$ cat config.mk
export PLATFORM = sky130hd
export DESIGN_NAME = pcie_c2h_dsc_ring
export DESIGN_NICKNAME = d
export VERILOG_FILES = /design/src/rtl/pcie_c2h_dsc_ring.sv
export SDC_FILE = /design/constraint.sdc
export NUM_CORES = 1
export LEC_CHECK = 0
export CAP_MARGIN = 0
export CORE_ASPECT_RATIO = 1.25
export CORE_MARGIN = 2
export CORE_UTILIZATION = 39
export DETAILED_ROUTE_END_ITERATION = 7
export DONT_BUFFER_PORTS = 1
export PLACE_DENSITY_LB_ADDON = 0.12
export SYNTH_ARGS = -nofsm -noshare
export SYNTH_HDL_FRONTEND = slang
export SYNTH_SLANG_ARGS = --single-unit
$ cat constraint.sdc
create_clock -name i_axi_aclk -period 3.7 [get_ports i_axi_aclk]
set_input_delay 0.74 -clock i_axi_aclk [delete_from_list [all_inputs] [get_ports i_axi_aclk]]
set_output_delay 0.74 -clock i_axi_aclk [all_outputs]
set_load 0.01 [all_outputs]
$ cat src/rtl/pcie_c2h_dsc_ring.sv
`default_nettype none
// ============================================================================
// Module      : pcie_c2h_dsc_ring
// Description : C2H descriptor-bypass generator. Walks a host ring of
//               NUM_SLOTS buffers (SLOT_BYTES each, contiguous from a base
//               address latched when the block is enabled). It issues one
//               descriptor per slot. Issue is gated by host slot credits and
//               by the number of descriptors not yet completed by pkt_done.
// Ports       : i_axi_aclk / i_axi_aresetn  clock, sync active-low reset
//               i_enable, i_base_addr       run gate, ring base (4 KiB aligned)
//               i_credit_valid/i_credit_num host returns freed slots
//               i_pkt_done                  one C2H packet completed
//               i_dsc_byp_ready             core takes descriptor
//               o_dsc_byp_*                 descriptor bypass outputs
//               o_slot_idx, o_free_slots, o_inflight, o_dsc_issued, o_err_sticky
//                                           status ([0] credit overflow,
//                                           [1] pkt_done with nothing in flight)
// Revision    : 1.0  initial release
// ============================================================================
module pcie_c2h_dsc_ring #(
    parameter int          NUM_SLOTS    = 16,
    parameter int          SLOT_BYTES   = 4096,
    parameter int          MAX_INFLIGHT = 4,
    parameter logic [15:0] CTL_VALUE    = 16'h0,
    parameter int          CNT_W        = 32
) (
    input  logic                              i_axi_aclk,
    input  logic                              i_axi_aresetn,
    input  logic                              i_enable,
    input  logic [63:0]                       i_base_addr,
    input  logic                              i_credit_valid,
    input  logic [$clog2(NUM_SLOTS+1)-1:0]    i_credit_num,
    input  logic                              i_pkt_done,
    input  logic                              i_dsc_byp_ready,
    output logic                              o_dsc_byp_load,
    output logic [63:0]                       o_dsc_byp_dst_addr,
    output logic [63:0]                       o_dsc_byp_src_addr,
    output logic [27:0]                       o_dsc_byp_len,
    output logic [15:0]                       o_dsc_byp_ctl,
    output logic [$clog2(NUM_SLOTS)-1:0]      o_slot_idx,
    output logic [$clog2(NUM_SLOTS+1)-1:0]    o_free_slots,
    output logic [$clog2(MAX_INFLIGHT+1)-1:0] o_inflight,
    output logic [CNT_W-1:0]                  o_dsc_issued,
    output logic [1:0]                        o_err_sticky
);

    localparam int SW    = $clog2(NUM_SLOTS);
    localparam int FW    = $clog2(NUM_SLOTS + 1);
    localparam int IW    = $clog2(MAX_INFLIGHT + 1);
    localparam int SHIFT = $clog2(SLOT_BYTES);

    localparam logic [SW-1:0] LAST_SLOT  = SW'(NUM_SLOTS - 1);
    localparam logic [FW:0]   FREE_MAX   = (FW + 1)'(NUM_SLOTS);
    localparam logic [IW-1:0] INFL_MAX   = IW'(MAX_INFLIGHT);
    localparam logic [27:0]   DSC_LEN    = 28'(SLOT_BYTES);

    typedef enum logic [1:0] {
        S_IDLE  = 2'd0,
        S_ARMED = 2'd1,
        S_LOAD  = 2'd2
    } state_t;

    state_t            r_state;
    logic              r_load;
    logic [63:0]       r_dst_addr;
    logic [63:0]       r_base;
    logic [SW-1:0]     r_slot_idx;
    logic [FW-1:0]     r_free_slots;
    logic [IW-1:0]     r_inflight;
    logic [CNT_W-1:0]  r_dsc_issued;
    logic [1:0]        r_err_sticky;

    logic              w_accept;
    logic [63:0]       w_slot_off;
    logic [FW:0]       w_free_sum;
    logic              w_free_ovf;
    logic [FW-1:0]     w_free_next;
    logic [IW-1:0]     w_infl_next;
    logic              w_infl_err;
    logic              w_can_issue;

    assign w_accept    = r_load & i_dsc_byp_ready;
    assign w_slot_off  = {{(64 - SW){1'b0}}, r_slot_idx} << SHIFT;
    assign w_can_issue = (r_free_slots != '0) && (r_inflight < INFL_MAX);

    // Accept and returned credits are netted in one cycle. An accept can only
    // happen with free_slots >= 1, so the subtraction never underflows.
    always_comb begin
        w_free_sum = {1'b0, r_free_slots} - {{FW{1'b0}}, w_accept};
        if (i_credit_valid) begin
            w_free_sum = w_free_sum + {1'b0, i_credit_num};
        end
        w_free_ovf  = (w_free_sum > FREE_MAX);
        w_free_next = w_free_ovf ? FW'(NUM_SLOTS) : w_free_sum[FW-1:0];
    end

    // Issue only happens below MAX_INFLIGHT, so the increment cannot overflow.
    always_comb begin
        w_infl_next = r_inflight;
        w_infl_err  = 1'b0;
        unique case ({w_accept, i_pkt_done})
            2'b10: w_infl_next = r_inflight + IW'(1);
            2'b01: begin
                if (r_inflight == '0) begin
                    w_infl_err = 1'b1;
                end else begin
                    w_infl_next = r_inflight - IW'(1);
                end
            end
            default: w_infl_next = r_inflight;
        endcase
    end

    always_ff @(posedge i_axi_aclk) begin
        if (!i_axi_aresetn) begin
            r_state      <= S_IDLE;
            r_load       <= 1'b0;
            r_dst_addr   <= '0;
            r_base       <= '0;
            r_slot_idx   <= '0;
            r_free_slots <= FW'(NUM_SLOTS);
            r_inflight   <= '0;
            r_dsc_issued <= '0;
            r_err_sticky <= '0;
        end else begin
            r_free_slots <= w_free_next;
            r_inflight   <= w_infl_next;
            r_err_sticky <= r_err_sticky | {w_infl_err, w_free_ovf};

            if (w_accept) begin
                r_dsc_issued <= r_dsc_issued + CNT_W'(1);
                r_slot_idx   <= (r_slot_idx == LAST_SLOT) ? '0 : r_slot_idx + SW'(1);
            end

            unique case (r_state)
                S_IDLE: begin
                    if (i_enable) begin
                        r_base  <= i_base_addr;
                        r_state <= S_ARMED;
                    end
                end
                S_ARMED: begin
                    if (!i_enable) begin
                        r_state <= S_IDLE;
                    end else if (w_can_issue) begin
                        r_load     <= 1'b1;
                        r_dst_addr <= r_base + w_slot_off;
                        r_state    <= S_LOAD;
                    end
                end
                S_LOAD: begin
                    // Descriptor is held until taken even if enable drops.
                    if (w_accept) begin
                        r_load  <= 1'b0;
                        r_state <= i_enable ? S_ARMED : S_IDLE;
                    end
                end
                default: begin
                    r_load  <= 1'b0;
                    r_state <= S_IDLE;
                end
            endcase
        end
    end

    assign o_dsc_byp_load     = r_load;
    assign o_dsc_byp_dst_addr = r_dst_addr;
    assign o_dsc_byp_src_addr = 64'h0;
    assign o_dsc_byp_len      = DSC_LEN;
    assign o_dsc_byp_ctl      = CTL_VALUE;
    assign o_slot_idx         = r_slot_idx;
    assign o_free_slots       = r_free_slots;
    assign o_inflight         = r_inflight;
    assign o_dsc_issued       = r_dsc_issued;
    assign o_err_sticky       = r_err_sticky;

endmodule
`default_nettype wire

### Yosys cells after proc, flatten, opt, wreduce, memory -nomap -nowiden

Index checks and enable logic that the tools add are counted.

| word-level totals | value |
|---|---|
| bits in registers | 177 |
| bits in latches | 0 |
| bits in writable memories | 0 |
| memory bits (read-only) | 0 |
| input port bits | 75 |
| output and inout bits | 219 |
| logic and storage cells | 60 |
| memories kept | 0 |

| operators by class | value |
|---|---|
| $add $sub $neg | 7 |
| multipliers | 0 |
| div/mod/pow operators | 0 |
| order comparisons | 2 |
| eq/ne operators | 11 |
| shifts and indexed selects | 0 |
| muxes and demuxes | 16 |
| bitwise logic cells | 4 |
| reductions and logical operators | 11 |

Operator list:

| cell | number |
|---|---|
| $add 64x16->64 | 1 |
| $add 32x1->32 const B | 1 |
| $ne 2x2->1 const B | 5 |
| $mux 2 | 4 |
| $add 6x5->6 | 1 |
| $gt 6x5->1 const B | 1 |
| $mux 1 | 6 |
| $mux 6 | 1 |
| $pmux 2 s3 | 1 |
| $pmux 3 s2 | 1 |
| $reduce_and 3->1 | 2 |
| $sub 5x1->6 | 1 |
| $reduce_bool 5->1 | 1 |
| $add 4x1->4 const B | 1 |
| $eq 2x1->1 const B | 2 |
| $eq 2x2->1 const B | 2 |
| $eq 4x4->1 const B | 1 |
| $mux 4 | 1 |
| $reduce_and 2->1 | 2 |
| $reduce_and 4->1 | 1 |
| $add 3x1->3 const B | 1 |
| $logic_not 3->1 | 1 |
| $lt 3x3->1 const B | 1 |
| $mux 3 | 1 |
| 10 further kinds | 11 |

### Logic depth before layout (Yosys ltp)

Gate-level depths: netlist (run 1).

| logic depth | value |
|---|---|
| word-level depth | 6 |
| gate-level depth with buffers | 14 |

### Worst setup path before layout (run 1)

Ideal clock, no wire load.

| timing | value |
|---|---|
| path kind | input port to flip-flop |
| from | input port i_dsc_byp_ready |
| to | register r_free_slots[1], in the netlist o_free_slots[1] |
| arrival | 2.960 ns |
| path slack | 0.654 ns |
| stages | 14 |
| cell sequence | nand2_1 inv_1 clkbuf_1 ha_1 inv_1 ha_1 inv_1 fa_1 nand2b_1 a21oi_1 xor2_1 mux2i_1 nand3_1 a211oi_1 |

| between the ends | value |
|---|---|
| longest elaborated chain between the ends | 6 |

RTL lines:

| item | line | source |
|---|---|---|
| from (decl) | 34 | `input logic i_dsc_byp_ready,` |
| $and 1x1->1 (*) | 82 | `assign w_accept = r_load & i_dsc_byp_ready;` |
| net w_accept | 73 | `logic w_accept;` |
| $sub 5x1->6 (*) | 89 | `w_free_sum = {1'b0, r_free_slots} - {{FW{1'b0}}, w_accept};` |
| $add 6x5->6 | 91 | `w_free_sum = w_free_sum + {1'b0, i_credit_num};` |
| $mux 6 (*) | 90 | `if (i_credit_valid) begin` |
| $gt 6x5->1 | 93 | `w_free_ovf = (w_free_sum > FREE_MAX);` |
| $reduce_or 2->1 (no line) | - |  |
| to (signal assigned) | 121 | `r_free_slots <= FW'(NUM_SLOTS);` |
| to (signal assigned) | 126 | `r_free_slots <= w_free_next;` |
| to (decl) | 68 | `logic [FW-1:0] r_free_slots;` |

Mark *: on every way through the listed nets, which the timed path passes. The rest lies on a longest branch.
A chain may end at the register's enable or synchronous reset.

### Worst setup path in the final report (run 1)

| timing | value |
|---|---|
| from | register r_slot_idx[0], in the netlist o_slot_idx[0] |
| to | register r_dst_addr[60], in the netlist o_dsc_byp_dst_addr[60] |

| between the ends | value |
|---|---|
| longest elaborated chain between the ends | 1 |

RTL lines:

| item | line | source |
|---|---|---|
| from (decl) | 67 | `logic [SW-1:0] r_slot_idx;` |
| from (signal assigned) | 132 | `r_slot_idx <= (r_slot_idx == LAST_SLOT) ? '0 : r_slot_idx + SW'(1);` |
| $add 64x16->64 | 147 | `r_dst_addr <= r_base + w_slot_off;` |
| to (signal assigned) | 147 |  |
| to (decl) | 65 | `logic [63:0] r_dst_addr;` |

Every way passes these cells.

==> impl_results.md, run 1 <==
* Most common cell after layout, fill and taps aside: nand2_1
* Non-Filler Instances at ~1.3k
* Synthesized flop and latch total at between 150 and 200
* Max Slew Vio Count at 0
* Pin count of the biggest net entering global routing at roughly 180
* Worst Tran Pin Value at 0.745 ns
* Avg Synthesized Cell Area at 8.36 sq um
* Yosys warnings at 0
* Crit path capture type: flip-flop
* Syn-to-layout area delta at 5.59%
* Worst EP arrival at slightly above 3 ns
* DRC viols at 0
* Placed Instances at 1302
* Full die area at between 0.02 and 0.025 sq mm
* Fin area at roughly 0.0094 sq mm
* Post-synth EDFFs at 0
* Antenna Cells at 0
* Core Rows at 61
* Lkg Pwr at 0.00365 uW
* HPWL Detailed at between 10000 and 15000 microns
* CP dominant cell by count: a21oi_1
* Maximum vdd drop at 0.301 mV
* Vias at 6487
* Cts bufs inserted at 17
* Layout cells sized above 1 at 5.23%
* GR Overflow Total at 0
* Final worst slack at ~0.92 ns
* Worst Skew at 0.0128 ns
* Worst Path Required at 4.01 ns
* Post-Syn Instances at between 1k and 1.5k
* Fin crit share at between 70% and 80%
* IO Port Bufs at 0
* Initial antenna violation count at 0
* Post-synthesis async set-or-reset flop share at 0%
* Initial drt markers at ~220
* Crit-path cells: ha_1, inv_1, fa_1, nand2b_1, a21oi_1, nand4_2, nor4_2, xnor2_1, a21oi_1
* Final Util at between 40% and 50%
* Wirelength, routed at a little over 20000 microns
* F_max at approximately 360 MHz
* Core area at 0.0224 sq mm
* Fin nets at about 1.1k
* Clk Tree Root Cell: clkbuf_16
* Worst rel slew slack at approximately half
* Initial Util at 39.9%
* Max cap viols at 0
* Setup Crit Path Kind: flip-flop to flip-flop
* Postcts setup bufs at 0
* Unrepaired setup endpoints after global routing: no
* Placed instance area at a little under 0.009 sq mm
* RR Startpoint: o_slot_idx[0]
* TNS Setup at 0 ns
* Synthesized area at between 0.008 and 0.009 sq mm
* Commonest cells after routing, fill and taps aside: 208 x nand2_1, 177 x dfxtp_1, 108 x conb_1
* Chip Height at between 150 and 200 microns
* Min-Delay Startpoint: i_credit_valid
* WL/cell at approximately 16 microns
* Crit Path Max Fanout at 14
* H-tree levels at 4
* Clock latency on the worst-skew pair at approximately 0.42 ns
* Register area share after synthesis at between 30% and 40%
* Unique masters post-synth at 51
* Clk slew on worst S/H paths at about 0.07 ns
* Final setup fails at 0
* Vias per cell at ~5
* RePlAce Congestion at 0.761
* DP Worst Slack at a little over 0.7 ns
* Power per cell area at 483 mW/mm^2
* DRT antenna net count at 0
* Highest-delay cell along the critical path: dfxtp_1
* Final min period at about 2.8 ns
* First-pass GRT wire length at between 30000 and 40000 microns
* Bufs on Longest Clock Path at 2
* Crit path launch type: flip-flop
* First-pass DRT Iterations at 4
* Die Width at approximately 140 microns
* Ys flop type: dfxtp_1
* I/O pins at around 290
* Crit path from: o_slot_idx[0]
* Hold Vio Cnt, Final at 0
* Slowest stage delay, CP at 0.52 ns
* Post-CTS Hold Buffers at 0
* Status: finished clean
* Worst hold path class: input pin to flip-flop
* Tot GR Track Use at between 10% and 20%
* CTS tree: done
* Vias in the first global route at 6186
* CTS resizes at 0
* CTS Sinks at roughly 180
[layer usage]
layer | track usage (%) | up-vias | share of wire, %
li1 | - | 3311 | -
met1 | 19.8 | 2958 | 42
met5 | 0 | - | 0
met4 | 5.13 | 0 | 1.5
met2 | 28.3 | 198 | 48
met3 | 6.93 | 20 | 9.0
[worst paths after layout]
check | slack, ns | cells past startpoint | endpoint
setup / recovery | 0.92 | 9 | o_dsc_byp_dst_addr[60]
hold / removal | 0.41 | 1 | o_free_slots[2]
setup reg to reg | 0.92 | 9 | o_dsc_byp_dst_addr[60]
hold reg to reg | 0.46 | 2 | o_dsc_byp_dst_addr[4]
[through the flow]
stage          total power [uW]  hold WS, ns
2_1_floorplan              2560        0.441
3_3_place_gp               2560        0.448
3_5_place_dp               2570        0.453
4_1_cts                    4630        0.386
5_1_grt                    4780        0.397
6_report                   4550        0.410
[synth_stat cells (2+ instances only)]
master / instances / share of area [%]
nand2_1: 208 / 8.7
dfxtp_1: 177 / 40
buf_4: 109 / 9.2
a21boi_0: 87 / 7.3
o21ai_0: 53 / 3.0
xnor2_1: 51 / 5.0
clkbuf_1: 50 / 2.1
a21oi_1: 46 / 2.6
xor2_1: 31 / 3.0
and2_1: 26 / 1.8
nand3_1: 25 / 1.4
nor2_1: 23 / 0.97
inv_1: 20 / 0.84
and3_1: 19 / 1.3
nand4_1: 19 / 1.3
nor3_1: 16 / 0.90
ha_1: 13 / 1.8
and4_1: 12 / 1.2
nand2b_1: 9 / 0.63
o211a_1: 9 / 1.0
nor2b_1: 8 / 0.56
or3_1: 6 / 0.42
nor4_1: 5 / 0.35
a211oi_1: 3 / 0.25
buf_2: 3 / 0.17
fa_1: 3 / 0.67
mux2i_1: 3 / 0.34
nor3_2: 3 / 0.34
o21a_1: 3 / 0.25
a211o_1: 2 / 0.20
buf_1: 2 / 0.084
conb_1: 2 / 0.084
nand4_2: 2 / 0.28
o211ai_1: 2 / 0.17
o22ai_1: 2 / 0.14
or2_2: 2 / 0.14
[power breakdown]
part           total, uW  internal (uW)  switching, uW
Combinational        391            147            245
Sequential          2130           2010            124
Clock               2030           1230            797
[logic make-up after synthesis]
kind of cell	Yosys count	share of synthesized area, %
multiplexers	3	0.336
buffers and inverters	185	12.5
adder cells (fa/ha/maj)	16	2.49
XOR/XNOR	82	8.04
AO/OA/AOI/OAI	213	15.4
flip-flops	177	39.7
other	2	0.0841
AND/OR/NAND/NOR	391	21.5
[state kept, by name (all words and copies together), names as in the netlist]
register and count:
r_state 2, o_err_sticky 2, o_slot_idx 4, o_dsc_byp_dst_addr 64, o_inflight 3, o_dsc_issued 32
o_dsc_byp_load 1, r_base 64, o_free_slots 5
[worst max-delay path: cells and delay by family (launching register included)]
kind	cells	cell delay, ns
flip-flops	1	0.52
AO/OA/AOI/OAI	2	0.32
XOR/XNOR	1	0.15
AND/OR/NAND/NOR	3	1.00
adder cells (fa/ha/maj)	2	0.61
buffers and inverters	1	0.06
[area by class of cell]
type | instances | area, sq um
sequential | 177 | 3540
inverter | 20 | 75.1
timing repair buffer | 9 | 105
multi-input combinational | 813 | 4690
clock inverter | 13 | 221
clock buffer | 19 | 443
tap | 283 | 354
fill | 2295 | 12900
No activity file was read; power rests on OpenSTA's default activity.
==> run 2, diff against run 1 <==
- ABC_AREA: default -> 1
- clock period: 3.7 -> 2.41 ns (I/O delays scaled with it)
==> run 2 against run 1 <==
Against the previous run: clock power rose by 50%; non-clock buffer count rose by 19; critical path type unchanged; die area rose by 14%; flip-flop and latch count did not move; synthesized area rose by 14%; fmax rose by 28%; power rose by 67%; final cell count rose by 43%; register-to-register slack got worse by 0.69 ns; core utilization rose by 0.40 points; largest cell class unchanged.
==> impl_results.md, run 2 <==
* Slowest stage delay, CP at about 0.38 ns
* WP buf/inv at 3
* Crit-path cells: nand2_8, inv_6, ha_4, nand3_1, inv_1, nand2_1, and2_1, ha_1, a21oi_2, nand3_1, nand3_1, o21ai_0, nand2_2, nand3_1, nand2_1, inv_1
* Final Util at between 40% and 50%
* First-pass GRT wire length at 46700 microns
* Worst EP arrival at ~2.5 ns
* Commonest cells after routing, fill and taps aside: 345 x nand2_1, 262 x nor2_1, 176 x dfxtp_1
* Initial antenna violation count at 0
* GR Overflow Total at 0
* Die Width at between 100 and 150 microns
* Internal power at 5340 uW
* Avg Synthesized Cell Area at ~6.5 sq um
* HPWL Detailed at approximately 24000 microns
* Fin nets at about 1.7k
* Synthesized flop and latch total at around 180
* Syn-to-layout area delta at 7.99%
* Full die area at 0.0275 sq mm
* Antenna Cells at 0
* Setup Crit Path Kind: flip-flop to flip-flop
* Crit Path Max Fanout at 5
* Highest-delay cell along the critical path: dfxtp_4
* F_max at around 460 MHz
* Core area at about 0.026 sq mm
* Most common cell after layout, fill and taps aside: nand2_1
* Worst Skew at 0.0140 ns
* First-pass DRT Iterations at 5
* CP dominant cell by count: nand3_1
* CP top delay family: simple AND/OR/NAND/NOR gates
* Sw frac at 29.9%
* Max cap viols at 0
* Area contributors post-synth: dfxtp_1 35%, nand2_1 13%, nor2_1 9.6%
* Vias at between 9k and 10k
* Lkg Pwr at around 0.0048 uW
* Register area share after synthesis at 34.7%
* Final setup fails at 0
* Post-CTS Hold Buffers at 0
* Synthesized area at roughly 0.010 sq mm
* Chip Height at between 150 and 200 microns
* Crit path capture type: flip-flop
* Worst Tran Pin Value at just over 0.5 ns
* I/O pins at between 200 and 300
* Initial Util at approximately two fifths
* R2r setup slk at around 0.24 ns
* Cts bufs inserted at 17
* Fin area at approximately 0.011 sq mm
* Crit path launch type: flip-flop
* CTS tree: done
* WL/cell at approximately 16 microns
* Hold Vio Cnt, Final at 0
* Vias in the first global route at 8513
* Area share of the largest cell type after synthesis at around 35%
* Worst Path Required at roughly 2.7 ns
* Unrepaired setup endpoints after global routing: no
* Power per cell area at approximately 700 mW/mm^2
* Maximum vdd drop at between 0.4 and 0.5 mV
* Vias per cell at approximately 4.8
* CTS Sinks at 177
* Core Rows at 66
* Area leader, netlist: dfxtp_1
* Pin count of the biggest net entering global routing at 151
* Clk pwr share at ~40%
* Wirelength, routed at 31300 microns
* Layout cells sized above 1 at 6.49%
* Cell with the most instances after synthesis: nand2_1
* Ys flop type: dfxtp_1
* Sw power at ~2300 uW
* Yosys warnings at 0
* Unique masters post-synth at 36
* Final min period at ~2.2 ns
* Clk slew on worst S/H paths at 0.07 ns
* Post-synthesis async set-or-reset flop share at 0%
* Fill cell count at ~2.8k
* Clock latency on the worst-skew pair at roughly 0.44 ns
* DRT antenna net count at 0
* IO Port Bufs at 0
* Combinational share of power at 13.8%
* Fin crit share at between 90% and 100%
* Seq pwr share at ~46%
* Initial drt markers at 480
* RePlAce Congestion at around 0.95
* Post-synth EDFFs at 0
* Status: finished clean
* Worst rel slew slack at around 66%
* Bufs on Longest Clock Path at 2
* H-tree levels at 4
* Post-Syn Instances at 1563
* Max Slew Vio Count at 0
* DRC viols at 0
* Tot GR Track Use at between 20% and 30%
* Clk Tree Root Cell: clkbuf_16
* Worst hold path class: input pin to flip-flop
* Commonest cells in the netlist: 347 x nand2_1, 262 x nor2_1, 177 x dfxtp_1
* Placed instance area at slightly above 0.01 sq mm
[run 2: changes by cell type in the layout (fill, tap and decap cells not counted), moves of 23 or more]
cell,change
nor2_1,+241
inv_1,+147
nand2_1,+137
a21boi_0,-86
nand3_1,+68
o21ai_0,+55
xnor2_1,-47
o21a_1,+39
and2_1,-23
[run 2: layout make-up]
class / instances / area [sq um] / share of cell area (%)
sequential: 177 / 3550 / 32.1
tap: 340 / 425 / 3.85
clock buffer: 18 / 439 / 3.98
inverter: 171 / 647 / 5.86
multi-input combinational: 1164 / 5530 / 50.1
timing repair buffer: 28 / 248 / 2.24
clock inverter: 14 / 201 / 1.82
[run 2: logic make-up after synthesis]
kind of cell | after synthesis | synth area share [%]
buffers and inverters | 328 | 16.2
other | 2 | 0.0734
adders and majority gates | 16 | 2.18
and+or+nand+nor | 787 | 32.5
xor gates and xnor gates | 19 | 1.63
AOI/OAI and AO/OA | 234 | 12.7
DFF | 177 | 34.7
[run 2: what timing repair did]
| action | in CTS | in global routing |
|---|---|---|
| endpoints found under the hold margin | 0 | 0 |
| setup buffers | 0 | 0 |
| resized for setup | 0 | 13 |
| endpoints found under the setup margin | 0 | 6 |
[run 2: power groups by stage]
stage | clock network, uW | logic, uW | registers, uW
after floorplan | 0 | 931 | 3470
after global placement | 0 | 1020 | 3580
after detailed placement | 0 | 1040 | 3580
after CTS | 3120 | 1040 | 3520
after global routing | 3240 | 1210 | 3540
final | 3050 | 1050 | 3510
[run 2: final timing paths]
check	startpoint	endpoint	cells past startpoint
hold reg to reg	r_base[63]	r_base[63]	2
hold / removal	i_axi_aresetn	o_dsc_issued[15]	2
setup / recovery	o_dsc_byp_load	o_err_sticky[0]	16
setup reg to reg	o_dsc_byp_load	o_err_sticky[0]	16
[run 2: stage by stage]
stage	setup TNS (ns)	instances	worst slack, ns	power (uW)	hold WS, ns
floorplan	0	1669	0.0217	4400	0.445
global placement	0	1880	0.000744	4600	0.458
detailed placement	-0.212	1880	-0.0468	4620	0.465
CTS	0	1912	0.0724	7680	0.150
global route	0	1912	0.00678	7990	0.169
finish	0	1912	0.236	7610	0.184
[run 2: per-layer routing]
layer  track usage, %  part of all wire [%]
met2             42.3                    52
met3             4.33                   4.8
met4             8.00                   2.7
met5                0                     0
met1             24.4                    40
[run 2: worst reg2reg max path: stages (launching register included)]
cell,delay [ns]
dfxtp_4,0.38
nand2_8,0.05
inv_6,0.05
ha_4,0.14
nand3_1,0.11
inv_1,0.07
nand2_1,0.05
and2_1,0.14
ha_1,0.34
a21oi_2,0.17
nand3_1,0.08
nand3_1,0.09
o21ai_0,0.12
nand2_2,0.11
nand3_1,0.07
nand2_1,0.06
inv_1,0.04
==> run 3, diff against run 2 <==
- PLACE_DENSITY_LB_ADDON: 0.12 -> default
- clock period: 2.41 -> 2 ns (I/O delays scaled with it)
==> run 3 against run 2 <==
Against the previous run: the flow now finishes with violations (setup timing); via count up 2.2%; non-clock buffer count up 32; die area unchanged; largest power group unchanged.
==> impl_results.md, run 3 (synthesis results as in run 2) <==
* Highest-delay cell along the critical path: dfxtp_4
* DRC viols at 0
* Worst Tran Pin Value at ~0.57 ns
* Core area at between 0.02 and 0.03 sq mm
* Max cap viols at 0
* Initial drt markers at between 500 and 600
* Initial antenna violation count at 0
* Crit path capture type: flip-flop
* Non-Filler Instances at 1943
* Unrepaired setup endpoints after global routing: yes
* Worst hold path class: input pin to flip-flop
* Worst rel slew slack at between 60% and 70%
* Pin count of the biggest net entering global routing at between 150 and 200
* Lkg Pwr at just under 0.005 uW
* F_max at between 400 and 500 MHz
* Worst Skew at ~0.0096 ns
* Max Slew Vio Count at 0
* GR Overflow Total at 0
* Placed instance area at around 0.011 sq mm
* DRT antenna net count at 0
* Reg area at about 0.0036 sq mm
* Final setup fails at 6
* CTS Sinks at about 180
* RePlAce Congestion at ~0.95
* Layout cells sized above 1 at 10.9%
* WL/cell at ~16 microns
* Clk slew on worst S/H paths at 0.07 ns
* Core Rows at between 60 and 70
* Vias at roughly 9.4k
* Fin area at around 0.011 sq mm
* Crit-path cells: nand2_8, inv_8, ha_4, ha_4, nand3_4, xor2_2, inv_2, ha_4, nand2_2, inv_2, nand4_1, nand3_2, nand3b_1, nand2_2, nand3_4, nor2_2
* Status: finished, violations left
* Final min period at about 2.2 ns
* First-pass DRT Iterations at 5
* Cts bufs inserted at 17
* H-tree levels at 4
* CP dominant cell by count: ha_4
* Multi-input gate area at about 0.0057 sq mm
* Full die area at about 0.028 sq mm
* Commonest cells after routing, fill and taps aside: 336 x nand2_1, 255 x nor2_1, 173 x dfxtp_1
* Crit Path Max Fanout at 4
* IO Port Bufs at 0
* Fin nets at between 1.5k and 2k
* Tot GR Track Use at approximately 22%
* First-pass GRT wire length at between 40000 and 50000 microns
* Fin crit share at 108%
* Vias per cell at 4.84
* Wirelength, routed at around 30000 microns
* Placed Instances at ~1.9k
* Bufs on Longest Clock Path at 2
* Most common cell after layout, fill and taps aside: nand2_1
* Hold Vio Cnt, Final at 0
* Setup Crit Path Kind: flip-flop to flip-flop
* Worst Path Required at roughly 2.4 ns
* Failing checks: setup timing
* Syn-to-layout area delta at 11.5%
* CTS tree: done
* Initial Util at between 30% and 40%
* Fill cell count at 2802
* Power per cell area at 778 mW/mm^2
* Die Width at between 100 and 150 microns
* Vias in the first global route at around 8.8k
* Worst EP arrival at approximately 2.5 ns
* Slowest stage delay, CP at roughly 0.36 ns
* HPWL Detailed at 23700 microns
* Antenna Cells at 0
* Crit path launch type: flip-flop
* Post-CTS Hold Buffers at 0
* Chip Height at roughly 190 microns
* Final worst slack at -0.151 ns
* I/O pins at slightly below 300
* Maximum vdd drop at 0.585 mV
* Clk Tree Root Cell: clkbuf_16
* Clock latency on the worst-skew pair at ~0.44 ns
==> run 3: changes by cell type in the layout (fill, tap and decap cells not counted), moves of 5 or more <==
cell,change
nor2_1,-7
nand2_4,+5
buf_4,+32
nor2_2,+6
inv_2,+6
inv_1,-8
nand2_1,-9
==> run 3: report_power, final <==
part	switching, uW	internal [uW]
combinational	847	514
clock	1520	1760
sequential	394	3830
total	2760	6110
==> run 3: layout make-up <==
cell class / count / share of cell area, %
Clock buffer: 18 / 3.85
Clock inverter: 13 / 1.11
Inverter: 171 / 5.74
Multi-Input combinational cell: 1164 / 50.1
Sequential cell: 177 / 31.1
Tap cell: 340 / 3.73
Timing Repair Buffer: 60 / 4.28
==> run 3: repair_timing <==
action | in CTS | in global routing
buffers inserted | 3 | 2
gates resized for setup | 13 | 43
pin swaps | 8 | 19
hold endpoints to repair | 0 | 0
endpoints found under the setup margin | 17 | 36
==> run 3: through the flow <==
step | util (%) | worst slack (ns) | hold WS, ns | total power [uW] | TNS [ns]
floorplan | - | -0.236 | 0.445 | 5320 | -1.25
global placement | 40.9 | -0.254 | 0.460 | 5580 | -1.46
detailed placement | 40.9 | -0.263 | 0.468 | 5600 | -1.63
CTS | 43.3 | -0.159 | 0.0776 | 8890 | -0.854
global route | 44.0 | -0.288 | 0.0823 | 9310 | -1.60
finish | 44.0 | -0.151 | 0.0933 | 8870 | -0.818
==> run 3: worst max-delay path, delay by kind of cell, from the launching register on <==
kind	cells	cell delay, ns
AND/OR/NAND/NOR	9	0.79
adder cells (fa/ha/maj)	3	0.62
flip-flops	1	0.36
XOR/XNOR	1	0.17
buffers and inverters	3	0.14
==> run 3: path summary, 6_finish.rpt <==
path / from / endpoint / slack [ns] / depth (start not counted)
max: o_dsc_byp_load / o_free_slots[2] / -0.15 / 16
min: i_base_addr[35] / r_base[35] / 0.09 / 2
max reg2reg: o_dsc_byp_load / o_free_slots[2] / -0.15 / 16
min reg2reg: r_base[63] / r_base[63] / 0.48 / 2
==> run 3: per-layer routing <==
layer	vias up	track usage, %	share of wire, %
li1	4792	-	-
met1	4275	25.0	39
met2	286	40.8	52
met3	44	5.10	6.7
met4	0	7.58	2.5
met5	-	0	0
